$ cat config.mk
export PLATFORM = sky130hd
export DESIGN_NAME = dffnq_deser
export DESIGN_NICKNAME = d
export VERILOG_FILES = /design/src/rtl/dffnq_deser.sv
export SDC_FILE = /design/constraint.sdc
export NUM_CORES = 1
export LEC_CHECK = 0
export BUFFER_PORTS_ARGS = -buffer_cell sky130_fd_sc_hd__buf_4
export CAP_MARGIN = 20
export CORE_MARGIN = 4
export CORE_UTILIZATION = 55
export CTS_CLUSTER_SIZE = 12
export DETAILED_ROUTE_END_ITERATION = 8
export PLACE_DENSITY = 0.83
export SLEW_MARGIN = 20
export SYNTH_ARGS = -nofsm -noshare
export SYNTH_HDL_FRONTEND = slang
export SYNTH_SLANG_ARGS = --single-unit
$ cat constraint.sdc
create_clock -name CLKN -period 2.25 [get_ports CLKN]
set_input_delay 0.225 -clock CLKN [delete_from_list [all_inputs] [get_ports CLKN]]
set_output_delay 0.225 -clock CLKN [all_outputs]
set_load 0.01 [all_outputs]
$ cat src/rtl/dffnq_deser.sv
// Falling-edge serial-to-parallel capture for a dffnq-style bit stream.
// Assembles WIDTH-bit words and hands them off over a valid/ready pair with a sticky overflow flag.
`timescale 1ns/1ps
module dffnq_deser #(
    parameter int WIDTH     = 8,
    parameter bit MSB_FIRST = 1'b1
) (
    input  logic             CLKN,
    input  logic             RN,
    input  logic             D,
    input  logic             DV,
    input  logic             SOF,
    output logic [WIDTH-1:0] Q,
    output logic             QV,
    input  logic             QR,
    output logic             OVF,
    input  logic             CLR_OVF
);
    localparam int            CW   = (WIDTH > 1) ? $clog2(WIDTH) : 1;
    localparam logic [CW-1:0] LAST = CW'(WIDTH - 1);

    typedef enum logic {IDLE, SHIFT} state_t;

    state_t           state;
    logic [CW-1:0]    cnt;
    logic [WIDTH-1:0] shreg;

    logic             restart;
    logic             take;
    logic             done;
    logic             pop;
    logic             drop;
    logic [CW-1:0]    pos;
    logic [WIDTH-1:0] word_nxt;

    // Positions not yet written are zero, so OR-ing the new bit in is enough.
    function automatic logic [WIDTH-1:0] insert_bit(input logic [WIDTH-1:0] base,
                                                    input logic [CW-1:0]    k,
                                                    input logic             d);
        logic [CW-1:0] sh;
        sh = MSB_FIRST ? (LAST - k) : k;
        return base | (WIDTH'(d) << sh);
    endfunction

    always_comb begin
        restart  = DV & SOF;
        take     = DV & (SOF | (state == SHIFT));
        pos      = restart ? '0 : cnt;
        word_nxt = insert_bit((pos == '0) ? '0 : shreg, pos, D);
        done     = take & (pos == LAST);
        pop      = QV & QR;
        drop     = done & QV & ~QR;
    end

    always_ff @(negedge CLKN or negedge RN) begin
        if (!RN) begin
            state <= IDLE;
            cnt   <= '0;
            shreg <= '0;
            Q     <= '0;
            QV    <= 1'b0;
            OVF   <= 1'b0;
        end else begin
            if (take) begin
                state <= SHIFT;
                shreg <= word_nxt;
                cnt   <= done ? '0 : pos + 1'b1;
            end
            // A completion refills the holding register unless the consumer is stalled.
            if (done && !drop) begin
                Q  <= word_nxt;
                QV <= 1'b1;
            end else if (pop) begin
                QV <= 1'b0;
            end
            if (drop) begin
                OVF <= 1'b1;
            end else if (CLR_OVF) begin
                OVF <= 1'b0;
            end
        end
    end
endmodule

==> Word-level counts from Yosys, hierarchy flattened <==
Index checks and enable logic that the tools add are counted.
{ "op_classes": {"n_addsub": 2, "n_eq_ne": 1, "shifts": 1, "muxes": 7, "n_bitwise": 9, "n_reduce_logical": 5} }
{ "op_table": {"columns": ["operator", "count"], "rows": [
  ["$mux W8", 1],
  ["$or A8 B8 Y8", 1],
  ["$shl A1 B3 Y8", 1],
  ["$and A1 B1 Y1", 6],
  ["$mux W3", 2],
  ["$mux W1", 4],
  ["$reduce_bool A2 Y1", 2],
  ["$add A3 B1 Y3 const B", 1],
  ["$eq A3 B3 Y1 const B", 1],
  ["$logic_not A3 Y1", 1],
  ["$sub A3 B3 Y3 const A", 1],
  ["$logic_and A1 B1 Y1", 1],
  ["$logic_not A1 Y1", 1],
  ["$not A1 Y1", 1],
  ["$or A1 B1 Y1", 1]
]} }
{ "totals": {"regBits": 22, "output_inout_bits": 10, "elab_cells": 31} }

==> Longest topological paths before layout <==
Gate-level depths: netlist of run 1.
{ "logic_depth": {"ltp_word": 9, "mapped_depth": 10} }

==> run_results.csv, run 1 <==
group,metric,value,unit
power_and_ir_drop,ir_worst_vdd,0.000740,V
sta,drv_slew,0,
logic_synthesis,syn-num-nets,126,
cells_and_area,drive_above_1_share,35.7,%
job,drv_cap,0,
sta,whs,0.452,ns
detailed_routing,vias,1029,
logic_synthesis,syn_inst,116,
logic_synthesis,synth.distinct_cells,33,
global_routing,grt_pass1_vias,928,
cts,postCtsSetupBuffers,0,
worst_setup_path,path_buf_inv,1,
sta,hold_viol_final,0,
worst_setup_path,slowest_delay,0.44,ns
logic_synthesis,syn_area_per_cell,9.99,um^2
logic_synthesis,syn_area,1160,um^2
place,hpwl,2000,um
worst_setup_path,timing.rr.end,"Q[6]",
worst_hold_path,hold_path_end,"shreg[6]",
logic_synthesis,synth_xor_area_share,0,%
die,die_w,53.9,um
worst_hold_path,min_path_cells,1,
sta,max-slew-margin-rel,72.0,%
place,io_buffers,16,
global_routing,grt_first_pass_wirelength,4370,um
logic_synthesis,synthMuxAreaShare,0.972,%
power_and_ir_drop,p_leak,0.640,nW
worst_hold_path,hold_path.class,"flop to flop",
worst_setup_path,critPathSlowestCell,"dfrtn_1",
detailed_routing,dr.first_iter.drc_count,41,
worst_setup_path,critPathCaptureType,"output pin",
worst_setup_path,reg2reg_from,"cnt[0]",
cells_and_area,fin_nets,151,
worst_setup_path,cp_data_arrival_time,2.01,ns
logic_synthesis,synth-edff-count,0,
cells_and_area,num_antenna_cells,0,
cells_and_area,post-route-cell-area,1500,um^2
cts,clockBufferDepth,2,
die,die_h,53.9,um
worst_setup_path,startpoint_type,"flop",
worst_setup_path,required,2.03,ns
sta,finalWorstSetupSlack,0.0200,ns
cells_and_area,regArea,551,um^2
die,ios,17,
logic_synthesis,synth_top_family_by_area,"compound AO/OA/AOI/OAI gates",
place,dpl_cell_area,1430,um^2
logic_synthesis,yosys_warnings,0,
logic_synthesis,ys_ff_latch,22,
global_routing,overflow,0,
global_routing,antenna_found_initial,0,
detailed_routing,avgRoutedWirePerCell,16.6,um
cells_and_area,syn2layout_area_growth,29.6,%
logic_synthesis,ys.flop_type,"dfrtn_1",
cts,root_buffer,"clkbuf_4",
logic_synthesis,synth_compound_area_share,27.4,%
worst_setup_path,crit_family,"flip-flops",
sta,finClkSkew,0.00599,ns
status,status,"finished clean",
die,core.rowCount,16,
global_routing,grt_max_degree,23,
worst_setup_path,reg2regPathDepth,6,
detailed_routing,drc,0,
cts,numClockSinks,22,
cells_and_area,final_util,75.8,%
sta,fin_setup_tns,0,ns
sta,setup_viol,0,
logic_synthesis,ys_seq_area_share,47.5,%
cells_and_area,layout_common_cells,"buf_4, dfrtn_1, a31oi_1",
power_and_ir_drop,powerDensity,1090,nW/um^2
detailed_routing,vias_per_cell,6.16,
worst_setup_path,worstSetupPathType,"flop to output pin",
detailed_routing,ant_nets,0,
cts,clkTransAtPathRegs,0.09,ns
cts,cts_tree,"done",
logic_synthesis,synth_fa_ha_area_share,3.24,%
cells_and_area,multiInputGateArea,581,um^2
logic_synthesis,synth_simple_gate_area_share,13.0,%
worst_setup_path,crit_fanout,2,
place,gp_congestion,0.863,
cts,insertion_delay,0.31,ns
sta,worstMarginPinSlew,0.419,ns
cts,numCtsBuffers,3,
worst_setup_path,path_cells,"buf_4",
worst_setup_path,rrSetupSlack,0.55,ns
cts,h-tree-depth,1,
detailed_routing,dr.pass1.iters,4,
global_routing,grt_use_total,21.2,%
cells_and_area,final_common_cell,"buf_4",
die,start_util,58.5,%
place,pre_cts_ws,-0.324,ns
detailed_routing,totalWireLength,2770,um
worst_hold_path,hp-start,"shreg[6]",
cells_and_area,nFillCells,139,
logic_synthesis,synthArstFlopShare,100,%
die,core_area,1980,um^2
die,die-area,2900,um^2
sta,rsz0062_at_grt,"no",
how the worst max path moves through the flow:
stage               from   end  slack, ns  cells past startpoint
global route        Q[2]  Q[2]     0.0006                      1
CTS                   DV  Q[2]       0.02                      8
floorplan             DV  Q[6]      -0.30                      9
finish              Q[2]  Q[2]       0.02                      1
detailed placement    DV  Q[2]      -0.32                      8
global placement     SOF  Q[6]      -0.25                      6
per-layer routing:
metal  GRT usage, %  vias to the layer above  wire (um)
met5              0                        -          0
met4           11.5                        0         48
met3           4.99                        6        214
met2           32.7                       52       1320
met1           27.3                      490       1180
li1               -                      481          -
registers in the layout, indices dropped and copies added (netlist names):
name,flops
QV,1
Q,8
shreg,8
state,1
cnt,3
OVF,1
where the power goes:
part | leakage (nW) | internal (mW) | switching [mW]
Combinational | 0.338 | 0.339 | 0.311
Clock | 0.0279 | 0.180 | 0.127
Sequential | 0.274 | 0.541 | 0.138
cells in the mapped netlist (3+ instances only):
cell / n / area [um^2]
ha_1: 3 / 37.5
a31oi_1: 16 / 100
o21ai_0: 7 / 35.0
nor2_1: 5 / 18.8
nand2_1: 6 / 22.5
o22ai_1: 3 / 18.8
dfrtn_1: 22 / 551
o2bb2ai_1: 4 / 35.0
buf_2: 4 / 20.0
clkbuf_1: 4 / 15.0
inv_1: 7 / 26.3
nand3_1: 4 / 20.0
a21oi_1: 3 / 15.0
stage by stage:
step / cells / total power, mW
2_1_floorplan: 116 / 1.03
3_3_place_gp: 163 / 1.27
3_5_place_dp: 163 / 1.30
4_1_cts: 167 / 1.60
5_1_grt: 167 / 1.72
6_report: 167 / 1.64
logic make-up (layout without fill, tap and decap cells):
logic type | count (synthesis) | count (layout)
buffers and inverters | 18 | 42
AND/OR/NAND/NOR | 27 | 27
flip-flops | 22 | 22
multiplexers | 1 | 1
AO/OA/AOI/OAI | 45 | 45
adder cells (fa/ha/maj) | 3 | 3
timing repair:
item	CTS	global route
endpoints found under the setup margin	0	7
hold buffers	0	0
resized for setup	0	6
cell type report:
class / instances / area share, %
inverter: 7 / 1.75
sequential: 22 / 36.7
timing repair buffer: 31 / 17.2
tap: 27 / 2.25
clock buffer: 3 / 1.50
multi-input combinational: 76 / 38.7
clock inverter: 1 / 2.00
Power figures use the tool's default switching activity.
==> inputs of run 2 (changes only) <==
Settings changed: ABC_AREA from default to 1, CORE_UTILIZATION 55 to 54, CTS_BUF_LIST from default to sky130_fd_sc_hd__clkbuf_4 sky130_fd_sc_hd__clkbuf_8 sky130_fd_sc_hd__clkbuf_16.
==> run_results.csv, run 2 <==
group,metric,value,unit
worst_hold_path,hold_path.class,"flop to flop",
job,drv_cap,0,
logic_synthesis,synth_top_area_share,52.8,%
worst_setup_path,crit_fanout,2,
cts,numCtsBuffers,3,
logic_synthesis,synthArstFlopShare,100,%
worst_setup_path,path_buf_inv,1,
sta,drv_slew,0,
cts,h-tree-depth,1,
sta,worstMarginPinSlew,0.275,ns
cts,hold_buffers,0,
detailed_routing,dr_wl_met2,1300,um
global_routing,overflow,0,
global_routing,grt_use_total,20.9,%
sta,whs,0.428,ns
cts,root_buffer,"clkbuf_4",
detailed_routing,ant_nets,0,
worst_setup_path,rrSetupSlack,0.82,ns
logic_synthesis,syn_area_per_cell,8.28,um^2
place,io_buffers,16,
die,die_h,52.0,um
power_and_ir_drop,power.total,1.26,mW
worst_hold_path,hp-start,"state",
detailed_routing,avgRoutedWirePerCell,13.6,um
cts,insertion_delay,0.31,ns
worst_setup_path,reg2reg_from,"cnt[0]",
worst_hold_path,min_path_cells,1,
cells_and_area,final_common_cell,"nand2_1",
logic_synthesis,synthTopCellsByCount,"nand2_1, dfrtn_1, inv_1",
sta,hold_viol_final,0,
worst_setup_path,reg2regPathDepth,9,
cts,numClockSinks,22,
logic_synthesis,synthTopCellsByArea,"dfrtn_1, nand2_1, o21ai_1",
die,die_w,52.0,um
worst_hold_path,hold_path_end,"state",
worst_setup_path,worstSetupPathType,"flop to output pin",
detailed_routing,vias_per_cell,5.01,
place,gp_congestion,0.857,
cells_and_area,post-route-cell-area,1390,um^2
cells_and_area,layout_common_cells,"nand2_1, buf_4, dfrtn_1",
detailed_routing,dr.first_iter.drc_count,24,
die,die-area,2700,um^2
logic_synthesis,ys_ff_latch,22,
cells_and_area,drive_above_1_share,31.8,%
worst_setup_path,crit_family,"flip-flops",
logic_synthesis,syn-num-nets,136,
die,core_area,1780,um^2
global_routing,grt_first_pass_wirelength,4140,um
detailed_routing,wl_met1,1010,um
status,status,"finished clean",
logic_synthesis,yosysTopAreaCell,"dfrtn_1",
cells_and_area,syn2layout_area_growth,33.3,%
cts,cts_tree,"done",
cells_and_area,reg_top3,"Q (8), shreg (8), cnt (3)",
detailed_routing,drc,0,
sta,rsz0062_at_grt,"yes",
logic_synthesis,ys.flop_type,"dfrtn_1",
worst_setup_path,critPathCaptureType,"output pin",
die,start_util,58.5,%
worst_setup_path,startpoint_type,"flop",
detailed_routing,vias,912,
place,dpl_cell_area,1310,um^2
cells_and_area,fin_nets,168,
global_routing,grt_max_degree,23,
worst_setup_path,slowest_delay,0.44,ns
power_and_ir_drop,ir_worst_vdd,0.000699,V
logic_synthesis,synth.distinct_cells,16,
detailed_routing,top_layer_used,"met4",
cts,clockBufferDepth,2,
power_and_ir_drop,p_leak,0.768,nW
place,hpwl,1740,um
worst_setup_path,required,2.03,ns
detailed_routing,dr.pass1.iters,4,
logic_synthesis,yosys_warnings,0,
detailed_routing,wl_met3,129,um
global_routing,antenna_found_initial,0,
die,ios,17,
logic_synthesis,syn_area,1040,um^2
logic_synthesis,ys_seq_area_share,52.8,%
cells_and_area,num_antenna_cells,0,
logic_synthesis,synth-edff-count,0,
sta,max-slew-margin-rel,81.6,%
logic_synthesis,syn_inst,126,
worst_setup_path,timing.rr.end,"Q[1]",
worst_setup_path,path_cells,"buf_4",
die,core.rowCount,15,
worst_setup_path,critPathSlowestCell,"dfrtn_1",
detailed_routing,totalWireLength,2480,um
sta,finClkSkew,0.00503,ns
worst_setup_path,cp_data_arrival_time,2.00,ns
sta,setup_viol,0,
cts,clkTransAtPathRegs,0.08,ns
logic_synthesis,synth_most_common_cell,"nand2_1",
global_routing,grt_pass1_vias,957,
power_and_ir_drop,powerDensity,905,nW/um^2
## run 2: cell types whose count changed in the layout (fill, tap and decap cells not counted), sizes merged, moves of 3 or more
cell     previous run  this run
nand4               2         5
a21oi               3         0
o2bb2ai             4         0
nand2               6        70
nand3               4         0
nor2                5         2
a31oi              16         0
inv                 7        12
o22ai               3         0
buf                31        28
## run 2: worst max-delay path by stage
stage                     cells after the start   end  start
final                                         1  Q[5]   Q[5]
after global routing                          1  Q[5]   Q[5]
after CTS                                     1    QV     QV
after detailed placement                     12  Q[7]     DV
after global placement                       12  Q[1]     DV
after floorplan                              11  Q[0]     DV
## run 2: layout make-up
type / instances / area [um^2]
Clock buffer: 4 / 36.3
Fill cell: 133 / 392
Inverter: 12 / 52.6
Multi-Input combinational cell: 91 / 503
Sequential cell: 22 / 551
Tap cell: 25 / 31.3
Timing Repair Buffer: 28 / 218
## run 2: metrics by stage
stage	utilization (%)	cells	worst slack, ns	TNS, ns
after floorplan	-	126	-0.0969	-0.792
after global placement	73.7	175	-0.255	-3.62
after detailed placement	73.7	175	-0.309	-4.40
after CTS	75.7	179	0.0126	0
after global routing	78.0	182	-0.0165	-0.0441
final	78.0	182	0.0263	0
## run 2: metal layers
layer  global-route usage, %  vias to the layer above
met5                       0                        -
met4                    8.30                        0
met3                    6.02                        5
met2                    35.1                       18
met1                    25.0                      433
li1                        -                      456
## run 2: timing repair
action | 4_1_cts | 5_1_grt
endpoints found under the setup margin | 0 | 11
gates resized for setup | 0 | 4
buffers inserted | 0 | 3
## run 2: cells by family (layout without fill, tap and decap cells)
group	Yosys count	after routing	share of synthesized area, %
AOI/OAI and AO/OA	10	10	5.16
buffers and inverters	13	44	5.27
adders and majority gates	3	3	3.60
DFF	22	22	52.8
and+or+nand+nor	78	78	33.2
## run 2: power by group
| group | leakage (nW) | total (mW) | switching (mW) | internal, mW |
|---|---|---|---|---|
| Sequential | 0.292 | 0.576 | 0.0701 | 0.506 |
| Clock | 0.0210 | 0.215 | 0.116 | 0.0990 |
| Combinational | 0.456 | 0.468 | 0.256 | 0.212 |
| Total | 0.768 | 1.26 | 0.442 | 0.817 |
==> inputs of run 3 (changes only) <==
--- a/constraint.sdc
+++ b/constraint.sdc
@@ -3,2 +3,2 @@
 set_output_delay 0.225 -clock CLKN [all_outputs]
-set_load 0.01 [all_outputs]
+set_load 0.1 [all_outputs]
==> run_results.csv, run 3 (synthesized netlist as in run 2, its figures left out) <==
group,metric,value,unit
status,violations,"negative setup slack",
worst_setup_path,worstSetupPathType,"flop to output pin",
place,pre_cts_ws,-0.309,ns
cells_and_area,drive_above_1_share,35.2,%
global_routing,grt_use_total,25.1,%
cells_and_area,layout_common_cells,"nand2_1, dfrtn_1, buf_4",
global_routing,grt_max_degree,23,
detailed_routing,avgRoutedWirePerCell,18.0,um
cells_and_area,num_antenna_cells,0,
power_and_ir_drop,p_int,0.935,mW
die,core_area,1780,um^2
worst_setup_path,startpoint_type,"flop",
cells_and_area,reg_top3,"Q (8), shreg (8), cnt (3)",
die,start_util,58.5,%
worst_setup_path,crit_start,"QV",
power_and_ir_drop,ir_worst_vdd,0.000855,V
power_and_ir_drop,p_comb_share,52.3,%
sta,finClkSkew,0.00877,ns
detailed_routing,dr.first_iter.drc_count,69,
detailed_routing,drc,0,
global_routing,overflow,0,
sta,rsz0062_at_grt,"yes",
power_and_ir_drop,powerDensity,1110,nW/um^2
cells_and_area,syn2layout_area_growth,50.5,%
power_and_ir_drop,p_leak,0.819,nW
sta,max-slew-margin-rel,81.5,%
worst_setup_path,critPathSlowestCell,"dfrtn_1",
sta,finalWorstSetupSlack,-0.140,ns
cts,numClockSinks,22,
cts,insertion_delay,0.32,ns
cells_and_area,post-route-cell-area,1570,um^2
cts,h-tree-depth,1,
detailed_routing,totalWireLength,3370,um
die,die-area,2700,um^2
place,gp_congestion,0.857,
sta,hold_viol_final,0,
global_routing,grt_first_pass_wirelength,4780,um
power_and_ir_drop,swShare,46.2,%
die,core.rowCount,15,
worst_setup_path,crit_family,"flip-flops",
place,io_buffers,16,
cts,clockBufferDepth,2,
cells_and_area,nFillCells,74,
die,ios,17,
detailed_routing,vias_per_cell,5.45,
sta,fin_setup_tns,-0.875,ns
worst_setup_path,critPathCaptureType,"output pin",
cts,clkTransAtPathRegs,0.08,ns
worst_setup_path,path_cells,"buf_12",
sta,drv_slew,0,
worst_setup_path,reg2reg_from,"QV",
place,hpwl,1740,um
power_and_ir_drop,sequentialPowerShare,34.9,%
cells_and_area,fin_nets,173,
worst_setup_path,cp_data_arrival_time,2.17,ns
job,drv_cap,0,
power_and_ir_drop,p_sw,0.804,mW
detailed_routing,dr.pass1.iters,5,
detailed_routing,ant_nets,0,
global_routing,antenna_found_initial,0,
detailed_routing,vias,1019,
status,status,"finished with violations",
worst_setup_path,slowest_delay,0.51,ns
worst_setup_path,path_buf_inv,1,
power_and_ir_drop,power.total,1.74,mW
cts,root_buffer,"clkbuf_4",
sta,setup_viol,10,
cts,cts_tree,"done",
worst_setup_path,crit_fanout,2,
die,die_w,52.0,um
die,die_h,52.0,um
sta,worstMarginPinSlew,0.278,ns
global_routing,grt_pass1_vias,1006,
worst_hold_path,hp-start,"shreg[2]",
cts,numCtsBuffers,3,
worst_setup_path,required,2.03,ns
worst_hold_path,hold_path.class,"flop to flop",
power_and_ir_drop,pwr-share-clk,12.8,%
place,dpl_cell_area,1310,um^2
cells_and_area,final_common_cell,"nand2_1",
-- run 3: repair_timing --
action / 4_1_cts / 5_1_grt
pin swaps: 0 / 5
endpoints found under the hold margin: 0 / 0
hold buffers: 0 / 0
gates cloned: 0 / 1
setup endpoints to repair: 10 / 18
gates resized for setup: 30 / 8
setup buffers: 3 / 4
-- run 3: stage by stage --
step                      hold slack (ns)  util, %  cells
final                               0.438     88.1    187
after global routing                0.469     88.1    187
after CTS                           0.428     84.0    182
after detailed placement            0.418     73.7    175
after global placement              0.425     73.7    175
after floorplan                     0.400        -    126
-- run 3: final timing paths --
check                                 to  slack, ns  depth (start not counted)
worst max-delay path                  QV      -0.14                          1
worst min-delay path            shreg[2]       0.44                          2
worst max register to register      Q[7]       0.59                          9
worst min register to register  shreg[2]       0.44                          2
max in group asynchronous           Q[2]       1.21                          1
min in group asynchronous         cnt[2]       0.78                          1
-- run 3: per-layer routing --
metal	GRT usage, %	routed length (um)	up-vias
met4	11.4	106	0
met1	28.3	1330	475
met3	6.02	253	12
met2	44.1	1680	66
met5	0	0	-
li1	-	-	466
-- run 3: layout make-up --
cell class / count / area [um^2] / share of cell area, %
Tap cell: 25 / 31.3 / 1.99
Sequential cell: 22 / 551 / 35.1
Inverter: 12 / 55.1 / 3.51
Clock buffer: 4 / 36.3 / 2.31
Timing Repair Buffer: 32 / 373 / 23.7
Multi-Input combinational cell: 92 / 524 / 33.4
-- run 3: power by group through the flow --
| stage | logic (mW) | clock network [mW] | registers (mW) |
|---|---|---|---|
| final | 0.910 | 0.223 | 0.607 |
| after CTS | 0.848 | 0.225 | 0.596 |
| after global placement | 0.712 | 0 | 0.576 |
| after floorplan | 0.235 | 0 | 0.872 |
| after global routing | 0.955 | 0.240 | 0.615 |
| after detailed placement | 0.727 | 0 | 0.579 |
